### config.mk
export PLATFORM = sky130hd
export DESIGN_NAME = f_fetch_ctrl_flat
export DESIGN_NICKNAME = d
export VERILOG_FILES = /design/src/rtl/f_fetch_ctrl_if.sv /design/src/rtl/f_fetch_ctrl.sv /design/src/flat_wrapper.sv
export SDC_FILE = /design/constraint.sdc
export NUM_CORES = 1
export LEC_CHECK = 0
export ABC_AREA = 1
export BUFFER_PORTS_ARGS = -buffer_cell sky130_fd_sc_hd__clkbuf_2
export CAP_MARGIN = 40
export CORE_ASPECT_RATIO = 2
export CORE_UTILIZATION = 57
export CTS_BUF_LIST = sky130_fd_sc_hd__clkbuf_4 sky130_fd_sc_hd__clkbuf_8
export DETAILED_ROUTE_END_ITERATION = 10
export GPL_TIMING_DRIVEN = 1
export PLACE_DENSITY = 0.83
export SYNTH_ARGS = -nofsm -noshare
export SYNTH_HDL_FRONTEND = slang
export SYNTH_SLANG_ARGS = --single-unit
### constraint.sdc
create_clock -name clk -period 7.2 [get_ports clk]
set_input_delay 0.72 -clock clk [delete_from_list [all_inputs] [get_ports clk]]
set_output_delay 0.72 -clock clk [all_outputs]
set_load 0.005 [all_outputs]
### src/rtl/f_fetch_ctrl_if.sv
// Fetch-stage bus bundle for f_fetch_ctrl.
//   im_addr / im_instr             : combinational instruction-memory read
//   redirect_valid / redirect_pc   : branch/jump/jr redirect from later stages
//   out_valid / out_ready          : decode handshake
//   out_instr / out_pc             : head of the fetch queue
//   fault / fault_pc               : fetch halted on an illegal PC
// master = fetch controller, slave = surrounding pipeline / memory.
interface f_fetch_ctrl_if;
    logic [31:0] im_addr;
    logic [31:0] im_instr;
    logic        redirect_valid;
    logic [31:0] redirect_pc;
    logic        out_valid;
    logic        out_ready;
    logic [31:0] out_instr;
    logic [31:0] out_pc;
    logic        fault;
    logic [31:0] fault_pc;

    modport master (
        output im_addr,
        input  im_instr,
        input  redirect_valid,
        input  redirect_pc,
        output out_valid,
        input  out_ready,
        output out_instr,
        output out_pc,
        output fault,
        output fault_pc
    );

    modport slave (
        input  im_addr,
        output im_instr,
        output redirect_valid,
        output redirect_pc,
        input  out_valid,
        output out_ready,
        input  out_instr,
        input  out_pc,
        input  fault,
        input  fault_pc
    );
endinterface

### src/rtl/f_fetch_ctrl.sv
// Fetch-stage sequencer: owns the PC, reads the instruction memory, queues
// fetched words in a 2-entry FIFO for decode, applies redirects and halts on
// fetches outside the IM window or misaligned.
//
// Ports:
//   clk    rising-edge clock
//   reset  asynchronous, active-high
//   bus    f_fetch_ctrl_if.master (IM read, redirect, decode handshake, fault)
//
// Build option:
//   FETCH_BYPASS_EN  when defined, an empty queue forwards im_instr/pc straight
//                    to out_* (zero latency); otherwise out_* is registered only.
//
// state   | meaning
// --------+------------------------------------------------------------
// S_RUN   | fetching sequentially from pc while queue space allows
// S_FAULT | halted on illegal pc; queue drains, waits for a redirect
module f_fetch_ctrl #(
    parameter logic [31:0] PC_RESET = 32'h0000_3000,
    parameter logic [31:0] IM_BASE  = 32'h0000_3000,
    parameter int unsigned IM_DEPTH = 4096
) (
    input  logic          clk,
    input  logic          reset,
    f_fetch_ctrl_if.master bus
);
    // Window end in 33 bits so the upper bound cannot wrap.
    localparam logic [32:0] IM_LIMIT = {1'b0, IM_BASE} + (33'(IM_DEPTH) << 2);

    typedef enum logic {S_RUN = 1'b0, S_FAULT = 1'b1} state_t;

    state_t      state_q, state_d;
    logic [31:0] pc_q, pc_d;
    logic [31:0] fault_pc_q, fault_pc_d;
    logic [1:0]  count_q, count_d;
    logic [31:0] head_pc, head_instr, tail_pc, tail_instr;

    logic        legal, fetch, push, pop_q, bypass;
    logic [1:0]  wr_slot;
    logic [32:0] pc_ext;

    assign pc_ext = {1'b0, pc_q};
    assign legal  = (pc_q[1:0] == 2'b00) && (pc_ext >= {1'b0, IM_BASE}) && (pc_ext < IM_LIMIT);

`ifdef FETCH_BYPASS_EN
    assign bypass = (count_q == 2'd0) && (state_q == S_RUN) && legal && !bus.redirect_valid;
`else
    assign bypass = 1'b0;
`endif

    // Queue pop only; a bypassed word never occupies a slot.
    assign pop_q   = (count_q != 2'd0) && bus.out_ready;
    assign fetch   = (state_q == S_RUN) && legal && !bus.redirect_valid
                     && ((count_q != 2'd2) || pop_q);
    assign push    = fetch && !(bypass && bus.out_ready);
    assign wr_slot = count_q - {1'b0, pop_q};

    always_comb begin
        state_d    = state_q;
        pc_d       = pc_q;
        fault_pc_d = fault_pc_q;
        count_d    = count_q + {1'b0, push} - {1'b0, pop_q};
        if (bus.redirect_valid) begin
            count_d = 2'd0;
        end
        case (state_q)
            S_RUN: begin
                if (bus.redirect_valid) begin
                    pc_d = bus.redirect_pc;
                end else if (fetch) begin
                    pc_d = pc_q + 32'd4;
                end else if (!legal) begin
                    state_d    = S_FAULT;
                    fault_pc_d = pc_q;
                end
            end
            S_FAULT: begin
                if (bus.redirect_valid) begin
                    state_d = S_RUN;
                    pc_d    = bus.redirect_pc;
                end
            end
            default: state_d = S_RUN;
        endcase
    end

    always_ff @(posedge clk or posedge reset) begin
        if (reset) begin
            state_q    <= S_RUN;
            pc_q       <= PC_RESET;
            fault_pc_q <= 32'd0;
            count_q    <= 2'd0;
        end else begin
            state_q    <= state_d;
            pc_q       <= pc_d;
            fault_pc_q <= fault_pc_d;
            count_q    <= count_d;
        end
    end

    // Head-is-slot-0 FIFO: head keeps its last value once the queue empties,
    // so out_pc/out_instr hold when nothing is valid.
    always_ff @(posedge clk or posedge reset) begin
        if (reset) begin
            head_pc    <= 32'd0;
            head_instr <= 32'd0;
            tail_pc    <= 32'd0;
            tail_instr <= 32'd0;
        end else if (!bus.redirect_valid) begin
            if (pop_q && (count_q == 2'd2)) begin
                head_pc    <= tail_pc;
                head_instr <= tail_instr;
            end
            if (push) begin
                if (wr_slot == 2'd0) begin
                    head_pc    <= pc_q;
                    head_instr <= bus.im_instr;
                end else begin
                    tail_pc    <= pc_q;
                    tail_instr <= bus.im_instr;
                end
            end
        end
    end

    assign bus.im_addr  = pc_q;
    assign bus.fault    = (state_q == S_FAULT);
    assign bus.fault_pc = fault_pc_q;

`ifdef FETCH_BYPASS_EN
    assign bus.out_valid = (count_q != 2'd0) || bypass;
    assign bus.out_instr = bypass ? bus.im_instr : head_instr;
    assign bus.out_pc    = bypass ? pc_q : head_pc;
`else
    assign bus.out_valid = (count_q != 2'd0);
    assign bus.out_instr = head_instr;
    assign bus.out_pc    = head_pc;
`endif
endmodule

### src/flat_wrapper.sv
// flat-port wrapper written by rule: the top's interface ports become plain ports
module f_fetch_ctrl_flat 
#(
    parameter logic [31:0] PC_RESET = 32'h0000_3000,
    parameter logic [31:0] IM_BASE  = 32'h0000_3000,
    parameter int unsigned IM_DEPTH = 4096
)
  (clk, reset, bus_im_addr, bus_im_instr, bus_redirect_valid, bus_redirect_pc, bus_out_valid, bus_out_ready, bus_out_instr, bus_out_pc, bus_fault, bus_fault_pc);
  f_fetch_ctrl_if bus_i ();
  input  logic clk;
  input  logic reset;
  output wire logic [$bits(bus_i.im_addr)-1:0] bus_im_addr;
  input wire logic [$bits(bus_i.im_instr)-1:0] bus_im_instr;
  input wire logic [$bits(bus_i.redirect_valid)-1:0] bus_redirect_valid;
  input wire logic [$bits(bus_i.redirect_pc)-1:0] bus_redirect_pc;
  output wire logic [$bits(bus_i.out_valid)-1:0] bus_out_valid;
  input wire logic [$bits(bus_i.out_ready)-1:0] bus_out_ready;
  output wire logic [$bits(bus_i.out_instr)-1:0] bus_out_instr;
  output wire logic [$bits(bus_i.out_pc)-1:0] bus_out_pc;
  output wire logic [$bits(bus_i.fault)-1:0] bus_fault;
  output wire logic [$bits(bus_i.fault_pc)-1:0] bus_fault_pc;
  assign bus_im_addr = bus_i.im_addr;
  assign bus_i.im_instr = bus_im_instr;
  assign bus_i.redirect_valid = bus_redirect_valid;
  assign bus_i.redirect_pc = bus_redirect_pc;
  assign bus_out_valid = bus_i.out_valid;
  assign bus_i.out_ready = bus_out_ready;
  assign bus_out_instr = bus_i.out_instr;
  assign bus_out_pc = bus_i.out_pc;
  assign bus_fault = bus_i.fault;
  assign bus_fault_pc = bus_i.fault_pc;
  f_fetch_ctrl #(.PC_RESET(PC_RESET), .IM_BASE(IM_BASE), .IM_DEPTH(IM_DEPTH)) u_core (.clk(clk), .reset(reset), .bus(bus_i));
endmodule
======== Word level (Yosys, flattened, before mapping) ========
Cells that the tools add are included.
operators by class
  add/subtract/negate cells ............... 4
  multipliers ............................. 0
  div/mod/pow operators ................... 0
  $lt $le $gt $ge ......................... 2
  equality and inequality tests ........... 4
  shift-type cells ........................ 0
  mux-type cells .......................... 16
  bitwise operators ....................... 5
  reduce and logical (&&, ||, !) cells .... 15
operator list
  kind                                                   count
  two-way mux 32 bit                                     9
  one-hot mux 32 bit (2 select lines)                    1
  adder 32 x 3 -> 32 bit, second input constant          1
  >= comparator 32 x 14 -> 1 bit, second input constant  1
  < comparator 32 x 15 -> 1 bit, second input constant   1
  logical AND 1 bit                                      7
  inverter 1 bit                                         5
  zero test 2 bit                                        2
  two-way mux 1 bit                                      4
  != test 2 bit, second input constant                   2
  AND reduction 4 bit                                    1
  subtractor 2 x 1 -> 2 bit                              2
  != test 3 x 2 -> 1 bit, second input constant          1
  AND reduction 3 bit                                    1
  adder 2 x 1 -> 2 bit                                   1
  equality test 2 bit, second input constant             1
  two-way mux 2 bit                                      1
  one-hot mux 1 bit (2 select lines)                     1
  AND reduction 2 bit                                    1
  nonzero test 2 bit                                     1
  zero test 1 bit                                        1
  logical OR 1 bit                                       1
word-level totals
  bits in registers ....................... 195
  bits in latches ......................... 0
  RAM bits ................................ 0
  memory bits (read-only) ................. 0
  input bits .............................. 68
  output and inout port bits .............. 130
  word-level logic and storage cells ...... 54
  memories ................................ 0

======== Longest topological paths before layout ========
Gate-level depths: netlist (run 1).
  depth in word-level cells ............... 9
  gate-level depth with buffers ........... 11
  depth with buffers taken out ............ 10

======== Worst setup path after synthesis (run 1) ========
Ideal clock, no wire load.
  path kind ............................... input-to-reg
  start ................................... input bus_out_ready
  end ..................................... register u_core.head_instr[6] (netlist: u_core.bus.out_instr[6])
  library setup time ...................... 0.118 ns
  data arrival time ....................... 2.016 ns
  required time ........................... 7.082 ns
  slack ................................... 5.066 ns
  stages .................................. 10
  path buffers ............................ 2
  path through ............................ inv_1 -> a21oi_1 -> ha_1 -> o21ai_0 -> a21oi_1 -> buf_2 -> clkbuf_1 -> nand4_1 -> nand3_1 -> nand2_1
on the way
  word-level cells in the longest chain between the ends .. 5
ends and longest elaborated chain
  item                                                            line                                      RTL
  from (decl)                                                     flat_wrapper.sv:17                        input wire logic [$bits(bus_i.out_ready)-1:0] bus_out_ready;
  logical AND 1 bit *                                             f_fetch_ctrl.sv:52                        assign pop_q = (count_q != 2'd0) && bus.out_ready;
  subtractor 2 x 1 -> 2 bit or logical AND 1 bit (tied branches)  f_fetch_ctrl.sv:56, f_fetch_ctrl.sv:110
  zero test 2 bit or two-way mux 32 bit (tied branches)           f_fetch_ctrl.sv:115, f_fetch_ctrl.sv:110
  two-way mux 32 bit                                              f_fetch_ctrl.sv:115                       if (wr_slot == 2'd0) begin
  two-way mux 32 bit *                                            f_fetch_ctrl.sv:114                       if (push) begin
  to (signal assigned)                                            f_fetch_ctrl.sv:112                       head_instr <= tail_instr;
  to (signal assigned)                                            f_fetch_ctrl.sv:117                       head_instr <= bus.im_instr;
  to (decl)                                                       f_fetch_ctrl.sv:36                        logic [31:0] head_pc, head_instr, tail_pc, tail_instr;
Every way passes the cells marked *; elsewhere a longest branch is shown, timed or not.
A chain may end at the register's enable or synchronous reset.

======== Worst setup path in the final report (run 1) ========
  start ................................... register u_core.count_q[1]
  end ..................................... register u_core.head_instr[5] (netlist: u_core.bus.out_instr[5])
on the way
  word-level cells in the longest chain between the ends .. 6
ends and longest elaborated chain
  item                                                            line                                      RTL
  from (decl)                                                     f_fetch_ctrl.sv:35                        logic [1:0] count_q, count_d;
  from (signal assigned)                                          f_fetch_ctrl.sv:97                        count_q <= count_d;
  nonzero test 2 bit                                              f_fetch_ctrl.sv:52
  logical AND 1 bit                                               f_fetch_ctrl.sv:52
  subtractor 2 x 1 -> 2 bit or logical AND 1 bit (tied branches)  f_fetch_ctrl.sv:56, f_fetch_ctrl.sv:110
  zero test 2 bit or two-way mux 32 bit (tied branches)           f_fetch_ctrl.sv:115, f_fetch_ctrl.sv:110
  two-way mux 32 bit                                              f_fetch_ctrl.sv:115
  two-way mux 32 bit *                                            f_fetch_ctrl.sv:114
Marks and branches as above.

==> results.json, run 1 <==
{
  "status": "completed",
  "synth_area_mm2": 0.00943,
  "hpwl_mm": 15.8,
  "yosys-top-cells-count": "nand2_1, dfrtp_1, inv_1",
  "timing.setup.tns_ns": 0,
  "rsz0062_at_grt": "no",
  "cp-start-kind": "flop",
  "hold_buffers": 0,
  "ios": 198,
  "die_w_um": 93.0,
  "cp_max_fo": 47,
  "final_cells": 1573,
  "cts_sinks": 195,
  "drc": 0,
  "endpoint_kind": "flop",
  "cts_tree": "done",
  "hold_path.class": "input pin to async pin",
  "synth_warnings": 0,
  "crit_type": "flop to flop",
  "ant_nets": 0,
  "drtIter0Drc": 585,
  "grt_max_degree": 115,
  "clkTransAtPathRegs_ns": 0.10,
  "fmax_ghz": 0.315,
  "hold_violations": 0,
  "synth_top_cell_area_share": 0.512,
  "design.core.area_mm2": 0.0162,
  "yosys_register_bits": 195,
  "grt_pass1_vias": 8183,
  "root_buffer": "clkbuf_8",
  "setup_slack_ns": 4.02,
  "cts-buffers-inserted": 17,
  "grtUsageTotal": 0.294,
  "skew_ns": 0.0149,
  "place_area_mm2": 0.0105,
  "layout_worst_path_cycle_share": 0.441,
  "grt_pass1_wl_mm": 39.4,
  "dr.pass1.iters": 7,
  "p_leak_nw": 5.98,
  "p_total_mw": 2.35,
  "synthToLayoutAreaGrowth_pct": 15.9,
  "max_slew_margin": 0.445,
  "tightest_slew_ns": 0.832,
  "cts-resized-gates": 0,
  "slowest_delay_ns": 0.48,
  "min_period_ns": 3.18,
  "globalplace.congestion": 0.889,
  "drv_cap": 0,
  "nets": 1430,
  "place_inst": 1542,
  "cts_setup_buffers": 0,
  "path_cells": "inv_1, a21oi_1, ha_1, o21ai_0, a21oi_4, buf_4, nand3_2, buf_4, nand2_1, nand3_1, nand2_1",
  "netlist_instances": 1201,
  "ys_top_cells_by_area": "dfrtp_1, nand2_1, inv_1",
  "cp.buffers_inverters": 3,
  "cp.arrival_ns": 3.58,
  "htreeDepth": 4,
  "wirelength_mm": 24.2,
  "rows": 66,
  "cts_buffer_depth": 2,
  "synth_edf_count": 0,
  "overflow": 0,
  "route.vias.total": 8475,
  "cpLargestDelayFamily": "buffers and inverters",
  "die_area_mm2": 0.0171,
  "synth_ff_type": "dfrtp_1",
  "portBuffers": 197,
  "final_util": 0.676,
  "diodes": 0,
  "critPathRequiredTime_ns": 7.60,
  "finalSetupViolations": 0,
  "syn-num-nets": 1274,
  "die_height_um": 184,
  "maxSlewViolCount": 0,
  "synth.avg_cell_area_um2": 7.85,
  "clk_latency_ns": 0.47,
  "cp_slowest_cell": "nand3_2",
  "fin_area_mm2": 0.0109,
  "layout-drive-gt1-share": 0.203,
  "nFillCells": 1404,
  "drt-wirelength-per-cell_um": 15.4,
  "hold_slack_ns": 0.342,
  "preCtsSetupSlack_ns": 3.62,
  "ys_seq_area_frac": 0.518,
  "ys_async_sr_fraction": 1.00,
  "antenna_found_initial": 0,
  "ir_drop_mv": 0.179,
  "power_density_mw_per_mm2": 214,
  "yosysTopAreaCell": "dfrtp_1",
  "synthDistinctLibCells": 29,
  "vias_per_cell": 5.39,
  "initial_core_util": 0.583,
  "synth_most_common_cell": "nand2_1"
}
path summary, 6_finish.rpt:
check,startpoint,to,slack (ns),cells after the start
setup / recovery,u_core.count_q[1],u_core.bus.out_instr[5],4.02,11
hold / removal,reset,u_core.bus.out_instr[21],0.34,2
setup reg to reg,u_core.count_q[1],u_core.bus.out_instr[5],4.02,11
hold reg to reg,u_core.tail_pc[16],u_core.tail_pc[16],0.48,2
max in group asynchronous,reset,u_core.bus.im_addr[13],5.52,4
min in group clk,bus_redirect_pc[27],u_core.bus.im_addr[27],0.44,3
routing by layer:
layer  wire [um]  vias to the layer above  global-route usage  part of all wire
met2       12500                      316               0.505              0.52
met3        1260                       71              0.0509             0.052
met4        1100                        0               0.154             0.045
met5           0                        -                   0                 0
met1        9350                     4020               0.349              0.39
li1            -                     4068                   -                 -
placed cells by master, fill, tap and decap left out, types with 4 or more instances in the layout:
cell type / Yosys / layout
mux2_2: 19 / 19
ha_1: 5 / 5
o21ai_1: 35 / 35
a21oi_1: 36 / 35
o21ai_0: 91 / 91
buf_4: 3 / 11
inv_2: 4 / 4
inv_6: 0 / 5
nor2_1: 53 / 53
clkbuf_2: 0 / 196
xor2_1: 6 / 6
nand4_1: 47 / 47
clkbuf_8: 0 / 19
dfrtp_1: 193 / 193
nor3_1: 4 / 4
nand2_1: 354 / 354
inv_1: 181 / 179
nand3_1: 83 / 83
cell type report:
type | instances | area, um2 | share of cell area
Clock inverter | 12 | 144 | 0.0132
Sequential cell | 195 | 4880 | 0.446
Clock buffer | 19 | 262 | 0.0239
Multi-Input combinational cell | 747 | 3530 | 0.323
Tap cell | 204 | 255 | 0.0233
Timing Repair Buffer | 211 | 1160 | 0.106
Inverter | 185 | 702 | 0.0642
registers in the layout (all words and copies together) (netlist names):
signal and count:
u_core.bus.fault_pc 32, u_core.tail_instr 32, u_core.bus.out_instr 32, u_core.tail_pc 32, u_core.bus.out_pc 32, u_core.count_q 2, u_core.bus.fault 1, u_core.bus.im_addr 32
cell families after synthesis:
kind of cell    count (synthesis)  synth area share
simple gates                  552             0.249
buf+inv                       259             0.111
mux                            19            0.0227
xor+xnor                        7           0.00650
compound gates                164            0.0874
fa+ha+maj                       5           0.00663
flops                         195             0.518
where the power goes:
| group | total (mW) | switching (mW) | internal (mW) |
|---|---|---|---|
| clock | 0.740 | 0.408 | 0.332 |
| combinational | 0.389 | 0.261 | 0.128 |
| sequential | 1.22 | 0.0550 | 1.16 |
| total | 2.35 | 0.724 | 1.62 |
Power figures use the tool's default switching activity.
==> run 2, diff against run 1 <==
clock period = 3.02 ns   (was 7.2 ns; I/O delays follow)
==> results.json, run 2 (synthesis results as in run 1) <==
{
  "layout_worst_path_cycle_share": 0.834,
  "cp-start-kind": "flop",
  "hold_path.class": "input pin to flop",
  "nFillCells": 1362,
  "place_area_mm2": 0.0106,
  "r2r-start": "u_core.count_q[1]",
  "clk_latency_ns": 0.49,
  "hpwl_mm": 16.2,
  "power_density_mw_per_mm2": 513,
  "die_height_um": 184,
  "die_w_um": 93.0,
  "mostFrequentLayoutCells": "nand2_1, clkbuf_2, dfrtp_1",
  "htreeDepth": 4,
  "layout-drive-gt1-share": 0.206,
  "fmax_ghz": 0.397,
  "route.vias.total": 8573,
  "seqPwrFrac": 0.508,
  "crit_type": "flop to flop",
  "initial_core_util": 0.583,
  "drv_cap": 0,
  "ir_drop_mv": 0.463,
  "cp.arrival_ns": 2.89,
  "regToRegEndpoint": "u_core.bus.out_instr[30]",
  "p_total_mw": 5.70,
  "grt_pass1_vias": 8360,
  "p_clk_frac": 0.323,
  "final_common_cell": "nand2_1",
  "die_area_mm2": 0.0171,
  "drtIter0Drc": 710,
  "root_buffer": "clkbuf_8",
  "grt_use_met1": 0.350,
  "status": "completed",
  "rrSetupSlack_ns": 0.50,
  "max_slew_margin": 0.414,
  "cts_buffer_depth": 2,
  "switchingPower_mw": 1.76,
  "drt-wirelength-per-cell_um": 15.4,
  "cp_max_fo": 34,
  "antenna_found_initial": 1,
  "grt_busiest_layer": "met2",
  "rows": 66,
  "grtUsageTotal": 0.303,
  "cts_tree": "done",
  "reg2reg_depth": 9,
  "hold_start": "bus_redirect_pc[23]",
  "tightest_slew_ns": 0.878,
  "design.core.area_mm2": 0.0162,
  "seq_area_mm2": 0.00488,
  "grt_pass1_wl_mm": 40.3,
  "min_period_ns": 2.52,
  "swShare": 0.308,
  "final_cells": 1584,
  "fin_area_mm2": 0.0111,
  "globalplace.congestion": 0.871,
  "skew_ns": 0.0153,
  "endpoint_kind": "flop",
  "clkTransAtPathRegs_ns": 0.10,
  "ios": 198,
  "drc": 0,
  "pwr-share-comb": 0.168,
  "met3_usage": 0.0500,
  "rsz0062_at_grt": "no",
  "cts_sinks": 195,
  "wirelength_mm": 24.4,
  "p_leak_nw": 6.07,
  "cts-resized-gates": 0,
  "cts_setup_buffers": 0,
  "synthToLayoutAreaGrowth_pct": 17.9,
  "maxSlewViolCount": 0,
  "use_met2": 0.522,
  "hold_path_depth": 3,
  "grt_max_degree": 72,
  "portBuffers": 197,
  "cts-buffers-inserted": 17,
  "dr.pass1.iters": 6,
  "multi_input_area_mm2": 0.00353,
  "intPower_mw": 3.94,
  "nets": 1439,
  "hold_violations": 0,
  "timing.setup.tns_ns": 0,
  "ant_nets": 0,
  "place_inst": 1547,
  "critPathRequiredTime_ns": 3.39,
  "finalSetupViolations": 0,
  "overflow": 0,
  "hold_end": "u_core.bus.im_addr[23]",
  "vias_per_cell": 5.41
}
run 2: cell types whose count changed in the layout (fill, tap and decap cells not counted), moves of 2 or more:
cell           before  now
clkinv_4            2    4
buf_12              0   10
buf_16              3    1
clkbuf_8           19   17
dlygate4sd3_1       0    4
buf_4              11    9
run 2: how the worst max path moves through the flow:
stage,startpoint,endpoint,slack (ns),cells after the start
global placement,u_core.count_q[1],u_core.bus.out_instr[24],0.64,9
finish,u_core.count_q[1],u_core.bus.out_instr[30],0.50,9
CTS,u_core.count_q[1],u_core.tail_instr[30],0.52,9
floorplan,reset,u_core.bus.fault,0.20,1
detailed placement,u_core.count_q[1],u_core.tail_instr[27],0.57,8
global route,u_core.count_q[1],u_core.tail_pc[5],0.34,9
run 2: through the flow:
| stage | hold WS, ns | setup slack, ns | utilization |
|---|---|---|---|
| floorplan | 0.419 | 0.201 | - |
| global placement | 0.445 | 0.636 | 0.655 |
| detailed placement | 0.198 | 0.566 | 0.658 |
| CTS | 0.00400 | 0.523 | 0.687 |
| global route | 0.0163 | 0.340 | 0.687 |
| finish | 0.0260 | 0.501 | 0.687 |
run 2: what timing repair did:
item,in CTS,in global routing
hold buffers,4,0
setup endpoints to repair,0,0
hold endpoints to repair,73,0
run 2: layout make-up:
type                       instances  share of cell area
timing repair buffer             220               0.118
inverter                         185              0.0628
tap                              204              0.0230
clock buffer                      18              0.0217
clock inverter                    14              0.0171
multi-input combinational        747               0.318
antenna                            1            0.000225
sequential                       195               0.439
run 2: power groups by stage:
stage | Sequential, mW | Clock, mW | Combinational (mW)
after CTS | 2.89 | 1.87 | 0.959
after floorplan | 2.93 | 0 | 0.512
after global placement | 2.94 | 0 | 0.925
after detailed placement | 2.94 | 0 | 0.946
after global routing | 2.92 | 1.97 | 1.06
final | 2.90 | 1.84 | 0.960
run 2: critical path: stages (launching register included):
cell and delay [ns]:
dfrtp_1 0.45, inv_1 0.17, a21oi_1 0.11, ha_1 0.32
o21ai_0 0.14, a21oi_4 0.38, buf_4 0.46, nand4_1 0.15
nand3_1 0.13, nand2_1 0.07
run 2: layer usage:
layer,up-vias,part of all wire
met1,4086,0.38
met5,-,0
li1,4083,-
met4,0,0.049
met3,71,0.055
met2,333,0.51
==> run 3, diff against run 2 <==
ABC_AREA = 0   (was 1)
CORE_UTILIZATION = 50   (was 57)
PLACE_DENSITY = 0.78   (was 0.83)
clock period = 2.1 ns   (was 3.02 ns; I/O delays follow)
==> results.json, run 3 <==
{
  "status": "finished with violations",
  "violations": "setup timing",
  "cp_max_fo": 11,
  "synth_edf_count": 0,
  "cts_buffer_depth": 2,
  "dr.pass1.iters": 5,
  "antenna_found_initial": 0,
  "nFillCells": 1088,
  "globalplace.congestion": 0.856,
  "syn-num-nets": 737,
  "max_slew_margin": 0.624,
  "yosysTopAreaCell": "dfrtp_1",
  "drc": 0,
  "hold_end": "u_core.bus.im_addr[14]",
  "rrSetupSlack_ns": -0.61,
  "synth_top_cell_area_share": 0.570,
  "ys_async_sr_fraction": 1.00,
  "initial_core_util": 0.508,
  "rows": 67,
  "overflow": 0,
  "cp-start-kind": "flop",
  "cp.arrival_ns": 3.07,
  "ios": 198,
  "r2r-start": "u_core.bus.im_addr[19]",
  "drtIter0Drc": 274,
  "cts-buffers-inserted": 17,
  "skew_ns": 0.0180,
  "hold_path.class": "input pin to flop",
  "synth_ff_type": "dfrtp_1",
  "layout-drive-gt1-share": 0.495,
  "synthToLayoutAreaGrowth_pct": 44.2,
  "yosys-top-cells-count": "dfrtp_1, nor2_1, mux2i_1",
  "layout_worst_path_cycle_share": 1.29,
  "ys_top_cells_by_area": "dfrtp_1, mux2i_1, mux2_4",
  "ir_drop_mv": 0.476,
  "yosys_register_bits": 195,
  "netlist_instances": 664,
  "power_density_mw_per_mm2": 711,
  "drt-wirelength-per-cell_um": 20.8,
  "design.core.area_mm2": 0.0167,
  "die_w_um": 94.1,
  "setup_slack_ns": -0.611,
  "hpwl_mm": 14.5,
  "timing.setup.tns_ns": -88.42,
  "ys_seq_area_frac": 0.576,
  "fmax_ghz": 0.369,
  "hold_path_depth": 3,
  "synth.avg_cell_area_um2": 12.8,
  "multi_input_area_mm2": 0.00376,
  "ant_nets": 0,
  "reg2reg_depth": 7,
  "root_buffer": "clkbuf_8",
  "grt_pass1_vias": 7035,
  "rsz0062_at_grt": "yes",
  "mostFrequentLayoutCells": "clkbuf_2, dfrtp_1, mux2_4",
  "synthDistinctLibCells": 58,
  "grtUsageTotal": 0.287,
  "clk_latency_ns": 0.47,
  "synth_warnings": 0,
  "endpoint_kind": "flop",
  "synth_most_common_cell": "dfrtp_1",
  "tightest_slew_ns": 0.561,
  "diodes": 0,
  "maxSlewViolCount": 0,
  "regToRegEndpoint": "u_core.bus.out_instr[13]",
  "clkTransAtPathRegs_ns": 0.11,
  "finalSetupViolations": 174,
  "nets": 1066,
  "p_total_mw": 8.69,
  "route.vias.total": 6690,
  "cts_sinks": 195,
  "final_common_cell": "clkbuf_2",
  "min_period_ns": 2.71,
  "hold_violations": 0,
  "critPathRequiredTime_ns": 2.46,
  "drv_cap": 0,
  "p_leak_nw": 5.92,
  "seq_area_mm2": 0.00488,
  "grt_max_degree": 64,
  "die_height_um": 186,
  "grt_pass1_wl_mm": 37.3,
  "crit_type": "flop to flop",
  "hold_start": "bus_redirect_pc[14]",
  "portBuffers": 197,
  "vias_per_cell": 5.52,
  "synth_area_mm2": 0.00848,
  "cts_tree": "done",
  "htreeDepth": 4,
  "die_area_mm2": 0.0175,
  "wirelength_mm": 25.2
}
## run 3: cell types whose count changed in the layout (fill, tap and decap cells not counted), moves of 65 or more
| cell | before | now |
|---|---|---|
| o21ai_0 | 91 | 8 |
| mux2_4 | 0 | 77 |
| nand3_1 | 83 | 7 |
| mux2i_1 | 0 | 65 |
| inv_1 | 179 | 10 |
| nand2_1 | 354 | 13 |
## run 3: layout make-up
cell class | count | area share
repair buffers | 351 | 0.233
clock buffers | 19 | 0.0214
inverters | 11 | 0.00368
multi-input cells | 417 | 0.308
flip-flops and latches | 195 | 0.399
well taps | 207 | 0.0212
clock inverters | 13 | 0.0140
## run 3: routing by layer
layer | global-route usage | share of wire | wire length, um
met5 | 0 | 0 | 0
met1 | 0.309 | 0.35 | 8940
met2 | 0.506 | 0.54 | 13600
met4 | 0.175 | 0.054 | 1360
met3 | 0.0610 | 0.051 | 1290
## run 3: repair_timing
| item | 4_1_cts | 5_1_grt |
|---|---|---|
| gates cloned | 12 | 4 |
| gates resized for setup | 48 | 57 |
| hold endpoints to repair | 98 | 0 |
| setup buffers | 10 | 4 |
| setup endpoints to repair | 173 | 175 |
| pin swaps | 4 | 5 |
| hold buffers | 53 | 0 |
## run 3: through the flow
step | setup WS, ns | instance area (um2) | hold WS, ns | std cells | util
4_1_cts | -0.564 | 11900 | 0.000672 | 1207 | 0.714
5_1_grt | -0.641 | 12200 | 0.0232 | 1213 | 0.733
2_1_floorplan | -0.627 | 8770 | 0.327 | 664 | -
3_5_place_dp | -0.668 | 10400 | 0.270 | 1101 | 0.621
6_report | -0.611 | 12200 | 0.0418 | 1213 | 0.733
3_3_place_gp | -0.634 | 10400 | 0.270 | 1101 | 0.621
## run 3: worst max-delay path, stage by stage (launching register included)
cell	delay [ns]
dfrtp_1	0.41
or4_4	0.55
or4_4	0.57
or4_4	0.51
buf_12	0.18
clkbuf_16	0.19
nor2_2	0.10
a21oi_1	0.06
## run 3: cell families (layout without fill, tap and decap cells)
family,Yosys count,in the layout,synth area share
buffers and inverters,52,394,0.0356
DFF,195,195,0.576
AOI/OAI and AO/OA,98,98,0.0714
and+or+nand+nor,153,153,0.0887
muxes,158,158,0.218
xor gates and xnor gates,3,3,0.00310
adders and majority gates,5,5,0.00738
## run 3: where the power goes
part	leakage, nW	switching, mW	internal (mW)
Sequential	2.53	0.263	4.09
Combinational	3.16	0.765	0.934
Clock	0.219	1.37	1.27
## run 3: worst max-delay path by stage
| stage | from | cells after the start | to |
|---|---|---|---|
| 3_3_place_gp | u_core.bus.im_addr[18] | 6 | u_core.bus.out_instr[16] |
| 2_1_floorplan | reset | 1 | u_core.bus.fault |
| 4_1_cts | u_core.bus.im_addr[18] | 7 | u_core.tail_pc[8] |
| 6_report | u_core.bus.im_addr[19] | 7 | u_core.bus.out_instr[13] |
| 5_1_grt | u_core.bus.im_addr[19] | 7 | u_core.bus.out_instr[13] |
| 3_5_place_dp | u_core.bus.im_addr[18] | 6 | u_core.bus.out_pc[2] |
